### config.mk
export PLATFORM = sky130hd
export DESIGN_NAME = multihat_grng
export DESIGN_NICKNAME = d
export VERILOG_FILES = /design/src/rtl/multihat_pkg.sv /design/src/rtl/lfsr16_galois.sv /design/src/rtl/multihat_grng.sv
export SDC_FILE = /design/constraint.sdc
export NUM_CORES = 1
export LEC_CHECK = 0
export CAP_MARGIN = 20
export CORE_UTILIZATION = 47
export CTS_BUF_LIST = sky130_fd_sc_hd__clkbuf_8
export DETAILED_ROUTE_END_ITERATION = 12
export PLACE_DENSITY = 0.8
export SYNTH_ARGS = -nofsm -noshare
export SYNTH_HDL_FRONTEND = slang
export SYNTH_SLANG_ARGS = --single-unit
### constraint.sdc
create_clock -name ap_clk -period 3 [get_ports ap_clk]
set_input_delay 0.6 -clock ap_clk [delete_from_list [all_inputs] [get_ports ap_clk]]
set_output_delay 0.6 -clock ap_clk [all_outputs]
set_load 0.02 [all_outputs]
### src/rtl/multihat_pkg.sv
// Shared types, reset seeds and ap_return field layout for the multi-hat
// Gaussian generator, plus the scaling and saturation helpers.
package multihat_pkg;

    typedef logic signed [15:0] sample_t;

    localparam logic [15:0] SEED_U1_DEF   = 16'hACE1;
    localparam logic [15:0] SEED_U2_DEF   = 16'h1234;
    localparam logic [15:0] SEED_U3_DEF   = 16'hBEEF;
    localparam logic [15:0] SEED_U4_DEF   = 16'h5A5A;
    localparam logic [15:0] SEED_SEL_DEF  = 16'hC0DE;
    localparam logic [15:0] POLY_MASK_DEF = 16'hB400;

    localparam int unsigned PIPE_DEPTH = 5;

    // Low bit of each 16-bit field inside the 288-bit ap_return bus.
    localparam int unsigned OFF_C5Z  = 272;
    localparam int unsigned OFF_C5Z1 = 256;
    localparam int unsigned OFF_C5Z2 = 240;
    localparam int unsigned OFF_C4Z  = 224;
    localparam int unsigned OFF_C4Z1 = 208;
    localparam int unsigned OFF_C4Z2 = 192;
    localparam int unsigned OFF_C3Z  = 176;
    localparam int unsigned OFF_C3Z1 = 160;
    localparam int unsigned OFF_C3Z2 = 144;
    localparam int unsigned OFF_C2Z  = 128;
    localparam int unsigned OFF_C2Z1 = 112;
    localparam int unsigned OFF_C2Z2 = 96;
    localparam int unsigned OFF_SEL  = 80;
    localparam int unsigned OFF_OUT  = 64;
    localparam int unsigned OFF_U1   = 48;
    localparam int unsigned OFF_U2   = 32;
    localparam int unsigned OFF_U3   = 16;
    localparam int unsigned OFF_U4   = 0;

    // Only the low two select bits matter: shift amount is 2..5.
    function automatic sample_t scale_uniform(input sample_t v, input logic [3:0] sel);
        return v >>> (3'(sel[1:0]) + 3'd2);
    endfunction

    function automatic sample_t sat16(input logic [16:0] v);
        if (v[16] != v[15]) begin
            return v[16] ? 16'h8000 : 16'h7FFF;
        end else begin
            return v[15:0];
        end
    endfunction

endpackage

### src/rtl/lfsr16_galois.sv
// Right-shifting 16-bit Galois LFSR that advances only when enabled.
module lfsr16_galois #(
    parameter logic [15:0] SEED = 16'h0001,
    parameter logic [15:0] MASK = 16'hB400
) (
    input  logic        clk,
    input  logic        rst_n,
    input  logic        en,
    output logic [15:0] state
);

    logic [15:0] state_q;
    logic [15:0] state_d;

    // Next state: shift right and fold in the feedback mask when a 1 falls out.
    always_comb begin
        state_d = state_q;
        if (en) begin
            state_d = {1'b0, state_q[15:1]} ^ (state_q[0] ? MASK : 16'h0000);
        end else begin
            state_d = state_q;
        end
    end

    // State register, loads the seed on reset.
    always_ff @(posedge clk or negedge rst_n) begin
        if (!rst_n) begin
            state_q <= SEED;
        end else begin
            state_q <= state_d;
        end
    end

    assign state = state_q;

endmodule

### src/rtl/multihat_grng.sv
// Multi-hat Gaussian RNG: four scaled uniforms summed through a 4-stage
// shift/add pipeline, with every stage exposed on ap_return.
module multihat_grng
    import multihat_pkg::*;
#(
    parameter logic [15:0] SEED_U1   = SEED_U1_DEF,
    parameter logic [15:0] SEED_U2   = SEED_U2_DEF,
    parameter logic [15:0] SEED_U3   = SEED_U3_DEF,
    parameter logic [15:0] SEED_U4   = SEED_U4_DEF,
    parameter logic [15:0] SEED_SEL  = SEED_SEL_DEF,
    parameter logic [15:0] POLY_MASK = POLY_MASK_DEF
) (
    input  logic         ap_clk,
    input  logic         ap_rst,
    input  logic         ap_start,
    output logic         ap_done,
    output logic         ap_idle,
    output logic         ap_ready,
    output logic [287:0] ap_return
);

    localparam logic [2:0] DONE_CNT = 3'(PIPE_DEPTH);

    logic [15:0] u1_s, u2_s, u3_s, u4_s, sel_s;

    lfsr16_galois #(.SEED(SEED_U1),  .MASK(POLY_MASK)) u_lfsr_u1  (.clk(ap_clk), .rst_n(ap_rst), .en(ap_start), .state(u1_s));
    lfsr16_galois #(.SEED(SEED_U2),  .MASK(POLY_MASK)) u_lfsr_u2  (.clk(ap_clk), .rst_n(ap_rst), .en(ap_start), .state(u2_s));
    lfsr16_galois #(.SEED(SEED_U3),  .MASK(POLY_MASK)) u_lfsr_u3  (.clk(ap_clk), .rst_n(ap_rst), .en(ap_start), .state(u3_s));
    lfsr16_galois #(.SEED(SEED_U4),  .MASK(POLY_MASK)) u_lfsr_u4  (.clk(ap_clk), .rst_n(ap_rst), .en(ap_start), .state(u4_s));
    lfsr16_galois #(.SEED(SEED_SEL), .MASK(POLY_MASK)) u_lfsr_sel (.clk(ap_clk), .rst_n(ap_rst), .en(ap_start), .state(sel_s));

    sample_t c2z1_q, c2z2_q, c3z1_q, c3z2_q, c4z1_q, c4z2_q, c5z1_q, c5z2_q, out_q;
    sample_t c2z1_d, c2z2_d, c3z1_d, c3z2_d, c4z1_d, c4z2_d, c5z1_d, c5z2_d, out_d;
    logic [2:0] cnt_q, cnt_d;

    sample_t     c2z_s, c3z_s, c4z_s, c5z_s;
    logic [16:0] c5z_wide_s;

    // Stage sums; only the final stage can exceed 16 bits and is saturated.
    always_comb begin
        c2z_s      = c2z1_q + c2z2_q;
        c3z_s      = c3z1_q + c3z2_q;
        c4z_s      = c4z1_q + c4z2_q;
        c5z_wide_s = {c5z1_q[15], c5z1_q} + {c5z2_q[15], c5z2_q};
        c5z_s      = sat16(c5z_wide_s);
    end

    // Pipeline next state: advance on ap_start, otherwise hold everything.
    always_comb begin
        c2z1_d = c2z1_q;
        c2z2_d = c2z2_q;
        c3z1_d = c3z1_q;
        c3z2_d = c3z2_q;
        c4z1_d = c4z1_q;
        c4z2_d = c4z2_q;
        c5z1_d = c5z1_q;
        c5z2_d = c5z2_q;
        out_d  = out_q;
        cnt_d  = cnt_q;
        if (ap_start) begin
            c2z1_d = scale_uniform(sample_t'(u1_s), sel_s[3:0]);
            c2z2_d = scale_uniform(sample_t'(u2_s), sel_s[7:4]);
            c3z1_d = c2z_s;
            c3z2_d = scale_uniform(sample_t'(u3_s), sel_s[11:8]);
            c4z1_d = c3z_s;
            c4z2_d = scale_uniform(sample_t'(u4_s), sel_s[15:12]);
            c5z1_d = c4z_s;
            c5z2_d = c2z_s >>> 1;
            out_d  = c5z_s;
            cnt_d  = (cnt_q == DONE_CNT) ? cnt_q : cnt_q + 3'd1;
        end else begin
            cnt_d  = cnt_q;
        end
    end

    // Pipeline and valid-counter registers.
    always_ff @(posedge ap_clk or negedge ap_rst) begin
        if (!ap_rst) begin
            c2z1_q <= 16'h0000;
            c2z2_q <= 16'h0000;
            c3z1_q <= 16'h0000;
            c3z2_q <= 16'h0000;
            c4z1_q <= 16'h0000;
            c4z2_q <= 16'h0000;
            c5z1_q <= 16'h0000;
            c5z2_q <= 16'h0000;
            out_q  <= 16'h0000;
            cnt_q  <= 3'd0;
        end else begin
            c2z1_q <= c2z1_d;
            c2z2_q <= c2z2_d;
            c3z1_q <= c3z1_d;
            c3z2_q <= c3z2_d;
            c4z1_q <= c4z1_d;
            c4z2_q <= c4z2_d;
            c5z1_q <= c5z1_d;
            c5z2_q <= c5z2_d;
            out_q  <= out_d;
            cnt_q  <= cnt_d;
        end
    end

    assign ap_done  = ap_start && (cnt_q == DONE_CNT);
    assign ap_idle  = !ap_start;
    assign ap_ready = ap_start;

    assign ap_return[OFF_C5Z  +: 16] = c5z_s;
    assign ap_return[OFF_C5Z1 +: 16] = c5z1_q;
    assign ap_return[OFF_C5Z2 +: 16] = c5z2_q;
    assign ap_return[OFF_C4Z  +: 16] = c4z_s;
    assign ap_return[OFF_C4Z1 +: 16] = c4z1_q;
    assign ap_return[OFF_C4Z2 +: 16] = c4z2_q;
    assign ap_return[OFF_C3Z  +: 16] = c3z_s;
    assign ap_return[OFF_C3Z1 +: 16] = c3z1_q;
    assign ap_return[OFF_C3Z2 +: 16] = c3z2_q;
    assign ap_return[OFF_C2Z  +: 16] = c2z_s;
    assign ap_return[OFF_C2Z1 +: 16] = c2z1_q;
    assign ap_return[OFF_C2Z2 +: 16] = c2z2_q;
    assign ap_return[OFF_SEL  +: 16] = sel_s;
    assign ap_return[OFF_OUT  +: 16] = out_q;
    assign ap_return[OFF_U1   +: 16] = u1_s;
    assign ap_return[OFF_U2   +: 16] = u2_s;
    assign ap_return[OFF_U3   +: 16] = u3_s;
    assign ap_return[OFF_U4   +: 16] = u4_s;

endmodule

* Word-level counts from Yosys, hierarchy flattened
Index checks and enable logic that the tools add are counted.
Word-level totals: word-level logic and storage cells 46, output and inout bits 291, input port bits 3, register bits after elaboration 226
Cells by class: $add $sub $neg 9, reductions and logical operators 3, bitwise logic cells 6, shifts and indexed selects 4, mux-type cells 7, equal/unequal tests 2
Operator list (count):
- $mux 16 | 7
- $xor 15x16->16 | 5
- $sshr 16x3->16 | 4
- $add 16x16->16 | 3
- $add 16x15->17 | 1
- $add 2x2->3 const B | 4
- $add 3x1->3 const B | 1
- $eq 3x3->1 const B | 1
- $reduce_and 2->1 | 1
- $logic_and 1x1->1 | 1
- $logic_not 1->1 | 1
- $ne 1x1->1 | 1
- $not 1->1 | 1

* Logic depth before layout (Yosys ltp)
depth in word-level cells 3, mapped depth 12, gate-level depth less buffers 11

* By module
From an unflattened synthesis, not the netlist that was laid out.
Unflattened totals: cell total of the unflattened synthesis 1027, area total of the unflattened synthesis 12280.5 um2
By module, submodules not included:
- multihat_grng | cells an instance 827, area each 8999.9 um2, seq. area each 3278.1 um2, instances 1
- lfsr16_galois (u_lfsr_sel ...) | cells an instance 40, area each 655.6 um2, seq. area each 410.4 um2, instances 3
- lfsr16_galois (u_lfsr_u3) | cells an instance 40, area each 661.9 um2, seq. area each 416.6 um2, instances 1
- lfsr16_galois (u_lfsr_u2) | cells an instance 40, area each 651.9 um2, seq. area each 406.6 um2, instances 1

* Worst setup path before layout
OpenSTA, ideal clock, no wires.
path type register -> output, start register c3z1_q[1] (netlist name), end output port ap_return[273], buffers on the path 1, required time 2.400 ns, data arrival time 2.862 ns, stages on the path, launching flop included 12, setup slack -0.462 ns, path through dfrtp_1 > ha_1 > inv_1 > fa_1 > nor2b_4 > o31a_1 > o211ai_1 > a21oi_1 > a31oi_2 > nor3_2 > buf_2 > a21o_1
RTL lines:
- to (decl) | RTL line multihat_grng.sv:19 | output logic [287:0] ap_return

==> impl_metrics.ini <==
[outcome]
run_status = finished, violations left
violations = setup timing

[clock_tree]
clk_pin_slew_ps = 60
total_clock_buffers_created_by_cts = 38
clk_latency_ps = 540
ctsHtreeMaxLevel = 2
cts_tree = built
clkSinkCount = 208
max-clock-path-buffers = 3
hold_buffers = 0
cell_chosen_for_the_clock_root = clkbuf_8

[global_route]
grt_antenna_before_repair = 1
via_count_of_the_first_global_routing_pass = 10764
globalRouteOverflowTotal = 0
largest_net_degree_at_the_start_of_global_routing = 118
grt_pass1_wl_mm = 62.6
grt_usage_pct = 31.4

[die]
floorplan.rows = 57
io-pin-count = 294
fp.coreArea_sq_um = 24500
fp.dieW_um = 161
die_height_um = 161
overall_die_area_sq_um = 25900
floorplan.initialDensity_pct = 48.5

[timing]
min_cycle_time_layout_ps = 3730
setup_viol = 47
f_max_mhz = 268
drv_slew = 0
final_clock_period_utilization_by_the_worst_path_pct = 124
rsz_0062_raised_after_global_routing = true
transition_time_at_the_pin_with_the_least_slew_margin_ps = 697
final.setup_skew_ps = 16.0
fin_setup_tns_ps = -22170
postLayoutSetupSlackWorst_ps = -727
final-hold-violation-count = 0
slew_headroom_pct = 53.5
fin_hold_ws_ps = 39.3

[synth]
synth-warning-count = 0
synth.lib_cells_used.distinct = 59
ys_async_sr_fraction_pct = 100
post_synth_xor_area_fraction_pct = 4.94
simple_gate_fraction_of_synth_area_pct = 6.49
synth-adder-area-share_pct = 7.30
avgSynthCellArea_sq_um = 11.9
ys_seq_elements = 208
synth.area.mux_share_pct = 23.7
postSynthCellCount = 998
synth_top_family_by_area = multiplexers
syn_area_sq_um = 11900
number_of_enable_type_register_cells_in_the_synthesized_netlist = 0
yosysSeqAreaShare_pct = 44.2
ys_dominant_reg_cell = dfrtp_1
synth_compound_area_share_pct = 9.69
syn-num-nets = 1068

[critical_path]
crit_arrival_ps = 3130
critPathRequiredTime_ps = 2400
worst-path-max-fanout = 4
setup.worst_path.start_class = flop
worst_setup_path_end_kind = primary output
worstSetupPathType = reg2out

[placement]
place_hpwl_mm = 28.5
post_dp_cell_area_sq_um = 16800
port-buffer-count = 293
gp_congestion = 0.928
dp_cells = 1779

[route]
post_drt_wl_per_cell_um = 22.1
detail_route.wirelength_mm = 42.3
first_iter_violations = 627
postRouteAntennaNets = 0
post-route-drc-count = 0
drtPass1Iterations = 4
via_per_inst = 5.54
route.vias.total = 10610

[finish]
final_common_cell = buf_4
layout.cells.non_filler = 1915
final.fill_count = 1467
antenna_cells_inserted = 0
layout_cells_sized_above_1_pct = 49.4
final_cell_mix = buf_4, clkdlybuf4s50_1, dfrtp_1
nets = 1634
final_design_instance_area_without_fill_sq_um = 19200
syn2layout_area_growth_pct = 61.1

[run]
cap_violations = 0

[hold_path]
holdCritPathClass = in2async
==> synthesized netlist by cell type (all sizes together), types with 3 or more instances <==
master | count | share of area, %
a211oi | 9 | 0.61
a21o | 21 | 1.3
a21oi | 55 | 2.3
a31oi | 10 | 0.58
and3 | 5 | 0.26
buf | 27 | 1.5
clkbuf | 38 | 1.2
dfrtp | 166 | 35
dfstp | 42 | 9.3
fa | 4 | 0.67
ha | 63 | 6.6
inv | 31 | 0.98
mux2 | 166 | 16
mux2i | 13 | 1.1
mux4 | 36 | 6.8
nand2 | 30 | 0.95
nand2b | 4 | 0.21
nand3 | 5 | 0.21
nand4 | 4 | 0.21
nor2 | 61 | 1.9
nor2b | 16 | 0.91
nor3 | 19 | 0.84
o21a | 15 | 0.95
o21ai | 47 | 2.0
o21bai | 8 | 0.51
o31a | 3 | 0.22
o31ai | 4 | 0.25
or2 | 3 | 0.16
or3 | 5 | 0.26
xnor2 | 54 | 4.0
xor2 | 13 | 0.96
==> through the flow <==
step,util [%],worst slack [ps]
after floorplan,-,-59.0
final,78.1,-727
after global placement,68.6,-641
after CTS,75.8,-693
after global routing,78.1,-806
after detailed placement,68.6,-690
==> sequential cells by signal, summed over array words and instances (netlist names) <==
| signal | count |
|---|---|
| c3z1_q | 16 |
| c4z1_q | 16 |
| c4z2_q | 16 |
| c5z1_q | 16 |
| out_q | 16 |
| u_lfsr_sel.state | 16 |
| u_lfsr_u1.state | 16 |
| u_lfsr_u2.state | 16 |
| u_lfsr_u3.state | 16 |
| u_lfsr_u4.state | 16 |
| c2z1_q | 15 |
| c2z2_q | 15 |
| c3z2_q | 15 |
| cnt_q | 3 |
==> final timing paths <==
| check | from | to | slack (ps) | depth (start not counted) |
|---|---|---|---|---|
| setup / recovery | c3z1_q[1]$_DFFE_PN0P_ | ap_return[284] | -730 | 11 |
| hold / removal | ap_rst | u_lfsr_sel.state[8]$_DFFE_PN0P_ | 40 | 1 |
| setup reg to reg | c3z1_q[1]$_DFFE_PN0P_ | c4z1_q[15]$_DFFE_PN0P_ | 30 | 15 |
| hold reg to reg | out_q[1]$_DFFE_PN0P_ | out_q[1]$_DFFE_PN0P_ | 510 | 1 |
| max in group asynchronous | ap_rst | u_lfsr_sel.state[3]$_DFFE_PN1P_ | 2140 | 2 |
| min in group ap_clk | out_q[1]$_DFFE_PN0P_ | out_q[1]$_DFFE_PN0P_ | 510 | 1 |
==> area by class of cell <==
cell class	count	area (sq um)	share of cell area [%]
tap	324	405	2.12
clock inverter	20	98.8	0.516
multi-input combinational	694	7240	37.8
inverter	31	116	0.608
timing repair buffer	591	5380	28.1
sequential	208	5270	27.5
clock buffer	47	647	3.38
==> worst max-delay path: stages (launching register included) <==
cell and delay (ps):
dfrtp_2 430, ha_4 170, inv_2 50, fa_2 230, nor2b_4 50, o31a_1 320, o2111a_1 250, a211oi_2 290
mux2i_1 130, a2111o_1 310, o21a_4 230, buf_6 120
==> cells by family after synthesis <==
group                      Yosys count
AOI/OAI and AO/OA                  185
xor gates and xnor gates            67
adders and majority gates           67
buffers and inverters               96
DFF                                208
muxes                              215
and+or+nand+nor                    160
==> what timing repair did <==
| item | in CTS | in global routing |
|---|---|---|
| endpoints found under the setup margin | 60 | 56 |
| buffers inserted | 45 | 38 |
| gates resized for setup | 410 | 89 |
| cloned | 2 | 0 |
| pin swaps | 74 | 49 |
==> per-layer routing <==
layer | track usage, % | share of wire (%) | vias to the layer above
met1 | 40.6 | 40 | 5336
li1 | - | - | 4737
met5 | 0 | 0 | -
met3 | 5.37 | 6.2 | 120
met2 | 52.8 | 50 | 417
met4 | 12.3 | 4.0 | 0
Power is left out: the tool's default activity adds up to more than one toggle a clock period on the data nets, which glitch-free logic cannot reach.
